[src/rtl/acc_pkg.sv]
// rtl/acc_pkg.sv - FPU-facing types, scheduler state and accelerator-to-FPU request mapping
package acc_pkg;

  typedef logic [31:0] data_t;

  typedef enum logic [3:0] {
    FMADD, FNMSUB, ADD, MUL, DIV, SQRT, SGNJ, MINMAX,
    CMP, CLASSIFY, F2F, F2I, I2F, CPKAB, CPKCD
  } fpu_op_e;

  typedef enum logic [2:0] {
    RNE = 3'd0, RTZ = 3'd1, RDN = 3'd2, RUP = 3'd3, RMM = 3'd4, DYN = 3'd7
  } roundmode_e;

  typedef enum logic [2:0] {
    FP32 = 3'd0, FP64 = 3'd1, FP16 = 3'd2, FP8 = 3'd3, FP16ALT = 3'd4
  } fp_format_e;

  typedef enum logic [1:0] {INT8, INT16, INT32, INT64} int_format_e;

  typedef struct packed {
    logic NV;
    logic DZ;
    logic OF;
    logic UF;
    logic NX;
  } status_t;

  typedef enum logic [1:0] {
    ACC_NATIVE = 2'd0, ACC_SET_W = 2'd1, ACC_PREPIV = 2'd2, ACC_PIV = 2'd3
  } acc_op_e;

  typedef struct packed {
    acc_op_e     acc_op;
    fpu_op_e     fpu_operation;
    logic        op_mod_i;
    logic [4:0]  rd;
    data_t       op0;
    data_t       op1;
    data_t       op2;
  } acc_instr_t;

  typedef struct packed {
    data_t [2:0] operands;
    roundmode_e  rnd_mode;
    fpu_op_e     op;
    logic        op_mod;
    fp_format_e  src_fmt;
    fp_format_e  dst_fmt;
    int_format_e int_fmt;
    logic        vectorial_op;
    logic        simd_mask;
    logic [31:0] tag;
  } fpu_req_t;

  typedef struct packed {
    data_t       result;
    status_t     status;
    logic [31:0] tag;
  } fpu_resp_t;

  typedef enum logic {IDLE, ISSUE} sched_state_e;

  localparam roundmode_e  ACC_RND_MODE = RNE;
  localparam fp_format_e  ACC_FP_FMT   = FP32;
  localparam int_format_e ACC_INT_FMT  = INT32;

  // PIV computes op0 - op1*W as FNMSUB(a=op1, b=W, c=op0); the tag carries rd back.
  function automatic fpu_req_t acc_to_fpu_req(input acc_instr_t instr, input data_t w);
    fpu_req_t req;
    req              = '0;
    req.rnd_mode     = ACC_RND_MODE;
    req.src_fmt      = ACC_FP_FMT;
    req.dst_fmt      = ACC_FP_FMT;
    req.int_fmt      = ACC_INT_FMT;
    req.vectorial_op = 1'b0;
    req.simd_mask    = 1'b1;
    req.tag          = {27'b0, instr.rd};
    case (instr.acc_op)
      ACC_PREPIV: begin
        req.op          = DIV;
        req.op_mod      = 1'b0;
        req.operands[0] = instr.op0;
        req.operands[1] = instr.op1;
        req.operands[2] = '0;
      end
      ACC_PIV: begin
        req.op          = FNMSUB;
        req.op_mod      = 1'b0;
        req.operands[0] = instr.op1;
        req.operands[1] = w;
        req.operands[2] = instr.op0;
      end
      default: begin
        req.op          = instr.fpu_operation;
        req.op_mod      = instr.op_mod_i;
        req.operands[0] = instr.op0;
        req.operands[1] = instr.op1;
        req.operands[2] = instr.op2;
      end
    endcase
    return req;
  endfunction

endpackage

[src/rtl/acc_outstanding_cnt.sv]
// rtl/acc_outstanding_cnt.sv - saturating up/down counter of in-flight FPU requests
module acc_outstanding_cnt #(
  parameter int unsigned MAX = 4,
  parameter int unsigned CW  = $clog2(MAX + 1)
) (
  input  logic          clk_i,
  input  logic          rst_i,
  input  logic          inc_i,
  input  logic          dec_i,
  output logic [CW-1:0] cnt_o,
  output logic          full_o,
  output logic          empty_o
);

  localparam logic [CW-1:0] MAX_C = CW'(MAX);
  localparam logic [CW-1:0] ONE_C = CW'(1);

  logic [CW-1:0] cnt_q, cnt_d;

  // A decrement at zero comes from a response that outlived a reset; hold at 0.
  always_comb begin
    cnt_d = cnt_q;
    if (inc_i && !dec_i && (cnt_q != MAX_C)) begin
      cnt_d = cnt_q + ONE_C;
    end else if (dec_i && !inc_i && (cnt_q != '0)) begin
      cnt_d = cnt_q - ONE_C;
    end
  end

  always_ff @(posedge clk_i or posedge rst_i) begin
    if (rst_i) begin
      cnt_q <= '0;
    end else begin
      cnt_q <= cnt_d;
    end
  end

  assign cnt_o   = cnt_q;
  assign full_o  = (cnt_q == MAX_C);
  assign empty_o = (cnt_q == '0);

endmodule

[src/rtl/acc_fpu_scheduler.sv]
// rtl/acc_fpu_scheduler.sv - issues accelerator/native instructions to one FPU; optional ACC_SCHED_STICKY_FFLAGS_EN
module acc_fpu_scheduler
  import acc_pkg::*;
#(
  parameter int unsigned MAX_OUTSTANDING = 4
) (
  input  logic       clk_i,
  input  logic       rst_i,
  input  logic       instr_valid_i,
  output logic       instr_ready_o,
  input  acc_instr_t instr_i,
  output logic       fpu_req_valid_o,
  input  logic       fpu_req_ready_i,
  output fpu_req_t   fpu_req_o,
  input  logic       fpu_resp_valid_i,
  output logic       fpu_resp_ready_o,
  input  fpu_resp_t  fpu_resp_i,
  output logic       wb_valid_o,
  input  logic       wb_ready_i,
  output logic [4:0] wb_rd_o,
  output data_t      wb_data_o,
  output status_t    wb_status_o,
  output logic       busy_o,
  output logic [4:0] fflags_o,
  input  logic       fflags_clr_i
);

  localparam int unsigned CW = $clog2(MAX_OUTSTANDING + 1);

  sched_state_e  state_q, state_d;
  fpu_req_t      req_q, req_d;
  data_t         w_q, w_d;
  logic [CW-1:0] cnt;
  logic          cnt_full, cnt_empty;
  logic          instr_hs, req_hs, wb_hs;

  assign instr_ready_o   = (state_q == IDLE) && !cnt_full;
  assign fpu_req_valid_o = (state_q == ISSUE);
  assign instr_hs        = instr_valid_i && instr_ready_o;
  assign req_hs          = fpu_req_valid_o && fpu_req_ready_i;
  assign wb_hs           = fpu_resp_valid_i && wb_ready_i;

  // W is captured into the request at accept time, so later SET_W cannot disturb it.
  always_comb begin
    state_d = state_q;
    req_d   = req_q;
    w_d     = w_q;
    case (state_q)
      IDLE: begin
        if (instr_hs) begin
          if (instr_i.acc_op == ACC_SET_W) begin
            w_d = instr_i.op0;
          end else begin
            req_d   = acc_to_fpu_req(instr_i, w_q);
            state_d = ISSUE;
          end
        end
      end
      ISSUE: begin
        if (fpu_req_ready_i) begin
          state_d = IDLE;
        end
      end
      default: state_d = IDLE;
    endcase
  end

  always_ff @(posedge clk_i or posedge rst_i) begin
    if (rst_i) begin
      state_q <= IDLE;
      req_q   <= '0;
      w_q     <= '0;
    end else begin
      state_q <= state_d;
      req_q   <= req_d;
      w_q     <= w_d;
    end
  end

  acc_outstanding_cnt #(
    .MAX (MAX_OUTSTANDING),
    .CW  (CW)
  ) u_cnt (
    .clk_i   (clk_i),
    .rst_i   (rst_i),
    .inc_i   (req_hs),
    .dec_i   (wb_hs),
    .cnt_o   (cnt),
    .full_o  (cnt_full),
    .empty_o (cnt_empty)
  );

  assign fpu_req_o        = req_q;
  assign wb_valid_o       = fpu_resp_valid_i;
  assign fpu_resp_ready_o = wb_ready_i;
  assign wb_rd_o          = fpu_resp_i.tag[4:0];
  assign wb_data_o        = fpu_resp_i.result;
  assign wb_status_o      = fpu_resp_i.status;
  assign busy_o           = (state_q == ISSUE) || !cnt_empty;

  logic [26:0]   unused_tag_hi;
  logic [CW-1:0] unused_cnt;
  assign unused_tag_hi = fpu_resp_i.tag[31:5];
  assign unused_cnt    = cnt;

`ifdef ACC_SCHED_STICKY_FFLAGS_EN
  logic [4:0] fflags_q, fflags_d;

  always_comb begin
    fflags_d = fflags_q;
    if (fflags_clr_i) begin
      fflags_d = '0;
    end else if (wb_hs) begin
      fflags_d = fflags_q | fpu_resp_i.status;
    end
  end

  always_ff @(posedge clk_i or posedge rst_i) begin
    if (rst_i) begin
      fflags_q <= '0;
    end else begin
      fflags_q <= fflags_d;
    end
  end

  assign fflags_o = fflags_q;
`else
  logic unused_fflags_clr;
  assign unused_fflags_clr = fflags_clr_i;
  assign fflags_o          = '0;
`endif

endmodule

[config.mk]
export PLATFORM = sky130hd
export DESIGN_NAME = acc_fpu_scheduler
export DESIGN_NICKNAME = d
export VERILOG_FILES = /design/src/rtl/acc_pkg.sv /design/src/rtl/acc_outstanding_cnt.sv /design/src/rtl/acc_fpu_scheduler.sv
export SDC_FILE = /design/constraint.sdc
export NUM_CORES = 1
export LEC_CHECK = 0
export BUFFER_PORTS_ARGS = -buffer_cell sky130_fd_sc_hd__buf_2
export CELL_PAD_IN_SITES_DETAIL_PLACEMENT = 0
export CELL_PAD_IN_SITES_GLOBAL_PLACEMENT = 1
export CORE_MARGIN = 5
export CORE_UTILIZATION = 36
export DETAILED_ROUTE_END_ITERATION = 10
export GPL_ROUTABILITY_DRIVEN = 0
export GPL_TIMING_DRIVEN = 0
export PLACE_DENSITY = 0.95
export REMOVE_ABC_BUFFERS = 1
export SYNTH_ARGS = -nofsm -noshare
export SYNTH_HDL_FRONTEND = slang
export SYNTH_SLANG_ARGS = --single-unit
[constraint.sdc]
create_clock -name clk_i -period 7.3 [get_ports clk_i]
set_clock_uncertainty 0.2 [all_clocks]
set_input_delay 1.46 -clock clk_i [delete_from_list [all_inputs] [get_ports clk_i]]
set_output_delay 1.46 -clock clk_i [all_outputs]
set_load 0.02 [all_outputs]
==> results.py <==
metrics = {
    "finish": {
        "drive_gt1_share_pct": 40.87,
        "layout_commonest_cell": "buf_2",
        "mostFrequentLayoutCells": "buf_2, dfrtp_1, conb_1",
        "n_antenna_cell": 0,
        "area_growth_pct": 24.02,
        "stdcell_area_um2": 8656,
        "fin_nets": 950,
        "final_core_util_pct": 44.92,
    },
    "routing": {
        "wl_per_cell_um": 22.14,
        "wirelength_mm": 23.09,
        "drtIter0Drc": 342,
        "remaining_drc_errors": 0,
        "drt_pass1_iterations": 7,
        "ant_nets": 0,
        "avgViaCountPerCell": 5.387,
        "vias": 5619,
    },
    "yosys": {
        "yosysTopAreaCell": "dfrtp_1",
        "ys_warn_count": 0,
        "synth_area_leaders": "dfrtp_1, buf_4, mux2_2, o2bb2ai_1, a22oi_1",
        "synth_cell_types": 39,
        "netlist_instances": 610,
        "synthesis.area_um2": 6979,
        "synth_seq_cells": 143,
        "synth_seq_area_share_pct": 51.27,
        "synth_top_area_share_pct": 51.27,
        "avgSynthCellArea_um2": 11.44,
    },
    "global_routing": {
        "antenna_found_initial": 0,
        "grt_max_degree": 73,
        "overflow": 0,
        "use_met3_pct": 10.64,
        "met2_usage_pct": 29.40,
        "top_usage_layer": "met2",
        "grt_pass1_vias": 5581,
        "grt_use_total_pct": 20.31,
        "grt_pass1_wl_mm": 34.14,
        "use_met1_pct": 26.20,
    },
    "die": {
        "die_x_um": 149.2,
        "rows": 51,
        "fp.dieH_um": 149.2,
        "core_area_um2": 19270,
        "fp.dieArea_um2": 22270,
        "ios": 382,
        "start_util_pct": 36.22,
    },
    "sta": {
        "setup_viol": 0,
        "rsz0062_at_grt": "no",
        "fmax_mhz": 246.7,
        "period_share_pct": 55.53,
        "tightest_slew_ps": 1223,
        "relSlewSlack_pct": 18.04,
        "worst_slack_ps": 3246,
        "post-route-min-period_ps": 4054,
        "drv_slew": 0,
        "final_hold_viol_count": 0,
    },
    "run_status": {
        "outcome": "completed",
    },
    "critical_path": {
        "cp_max_fo": 72,
        "cp_data_required_time_ps": 7400,
        "path_class": "in2reg",
        "startpoint_type": "primary input",
        "regToRegSetupSlack_ps": 4150,
        "endpoint_kind": "register",
        "cp.arrival_ps": 4150,
    },
    "clock_tree": {
        "cts_resized": 0,
        "tritoncts": "built",
        "clk_latency_ps": 410,
        "h-tree-depth": 4,
        "cts_buffer_depth": 2,
        "cts_buffers": 17,
        "cts_sinks": 143,
        "root_buffer": "clkbuf_16",
        "cts_setup_buffers": 0,
        "clk_pin_slew_ps": 60,
        "ctsHoldBuffers": 0,
    },
    "placement": {
        "place_area_um2": 7953,
        "pre_cts_slack_ps": 2264,
        "portBuffers": 226,
        "dp_hpwl_mm": 16.69,
    },
    "hold_path": {
        "hold_class": "reg2reg",
    },
    "pwr": {
        "power.leakage_uw": 0.004006,
        "peakVddDrop_mv": 0.2609,
        "power_density_nw_per_um2": 473.1,
    },
    "flow_run": {
        "drv_cap": 0,
    },
}
## final timing paths
check / depth (start not counted) / start / to
max reg2reg: 5 / u_cnt.cnt_o[0] / fpu_req_o[82]
max in group asynchronous: 3 / rst_i / w_q[27]
min reg2reg: 2 / fpu_req_o[43] / fpu_req_o[43]
min in group asynchronous: 2 / rst_i / fpu_req_o[42]
min: 2 / fpu_req_o[43] / fpu_req_o[43]
max: 5 / instr_i[106] / w_q[12]
## sequential cells by signal, summed over array words and instances, names as in the netlist
signal	count
u_cnt.cnt_o	3
fpu_req_valid_o	1
fpu_req_o	107
w_q	32
## cells in the mapped netlist
| cell | number |
|---|---|
| dfrtp_1 | 143 |
| inv_1 | 20 |
| buf_6 | 3 |
| o22ai_1 | 30 |
| nand3_2 | 1 |
| and3_1 | 1 |
| xnor2_1 | 2 |
| a22o_1 | 8 |
| nand2_1 | 19 |
| a32oi_1 | 5 |
| buf_1 | 7 |
| buf_4 | 88 |
| fa_1 | 1 |
| nand2b_1 | 2 |
| a21oi_1 | 4 |
| mux2_2 | 40 |
| nand3_1 | 4 |
| and2_1 | 2 |
| o21bai_1 | 1 |
| a32o_1 | 22 |
| nor2b_1 | 5 |
| o211ai_1 | 4 |
| a22oi_1 | 31 |
| o21ai_0 | 13 |
| o32ai_1 | 1 |
| nor2_1 | 20 |
| or4_1 | 1 |
| and4_4 | 1 |
| clkbuf_1 | 31 |
| o2bb2ai_1 | 33 |
| nand4_1 | 1 |
| a221o_1 | 22 |
| nand4b_1 | 1 |
| or3b_1 | 1 |
| a311oi_1 | 15 |
| buf_2 | 11 |
| o221a_2 | 1 |
| a2bb2oi_1 | 14 |
| conb_1 | 1 |
## per-layer routing
layer / routed length [um] / vias up
li1: - / 2498
met1: 9554 / 2778
met2: 10200 / 308
met3: 2847 / 29
met4: 351 / 6
met5: 140 / -
## through the flow
| step | setup TNS (ps) | hold WS, ps | std cells | power [uW] |
|---|---|---|---|---|
| finish | 0 | 280.9 | 1043 | 4095 |
| global route | 0 | 295.4 | 1043 | 4323 |
| CTS | 0 | 284.0 | 1043 | 4131 |
| detailed placement | 0 | 268.3 | 1011 | 3076 |
| global placement | -4954 | 258.6 | 1003 | 2985 |
| floorplan | 0 | 240.2 | 512 | 2436 |
## layout make-up
type                    instances  area (um2)
repair buffers                234        1334
well taps                     265       331.6
clock buffers                  18       439.2
fillers                      1825       10620
clock inverters                14       261.5
inverters                      20       80.08
flip-flops and latches        143        3578
multi-input cells             349        2631
## where the power goes
part / switching [uW] / internal, uW
Clock: 357 / 686
Combinational: 957 / 663
Sequential: 242 / 1190
Total: 1560 / 2540
## cell families (layout without fill, tap and decap cells)
family / after synthesis / after routing / synth area share (%)
flops: 143 / 143 / 51.27
other cells: 1 / 43 / 0.05373
simple gates: 59 / 59 / 4.034
buf+inv: 160 / 286 / 13.86
xor+xnor: 2 / 2 / 0.2510
fa+ha+maj: 1 / 1 / 0.2869
compound gates: 204 / 204 / 23.79
mux: 40 / 40 / 6.454
## worst max-delay path: stages
cell      delay (ps)
buf_4            620
nand2b_1         710
nor2_4           740
buf_16           240
mux2_2           340
Power figures use the tool's default switching activity.
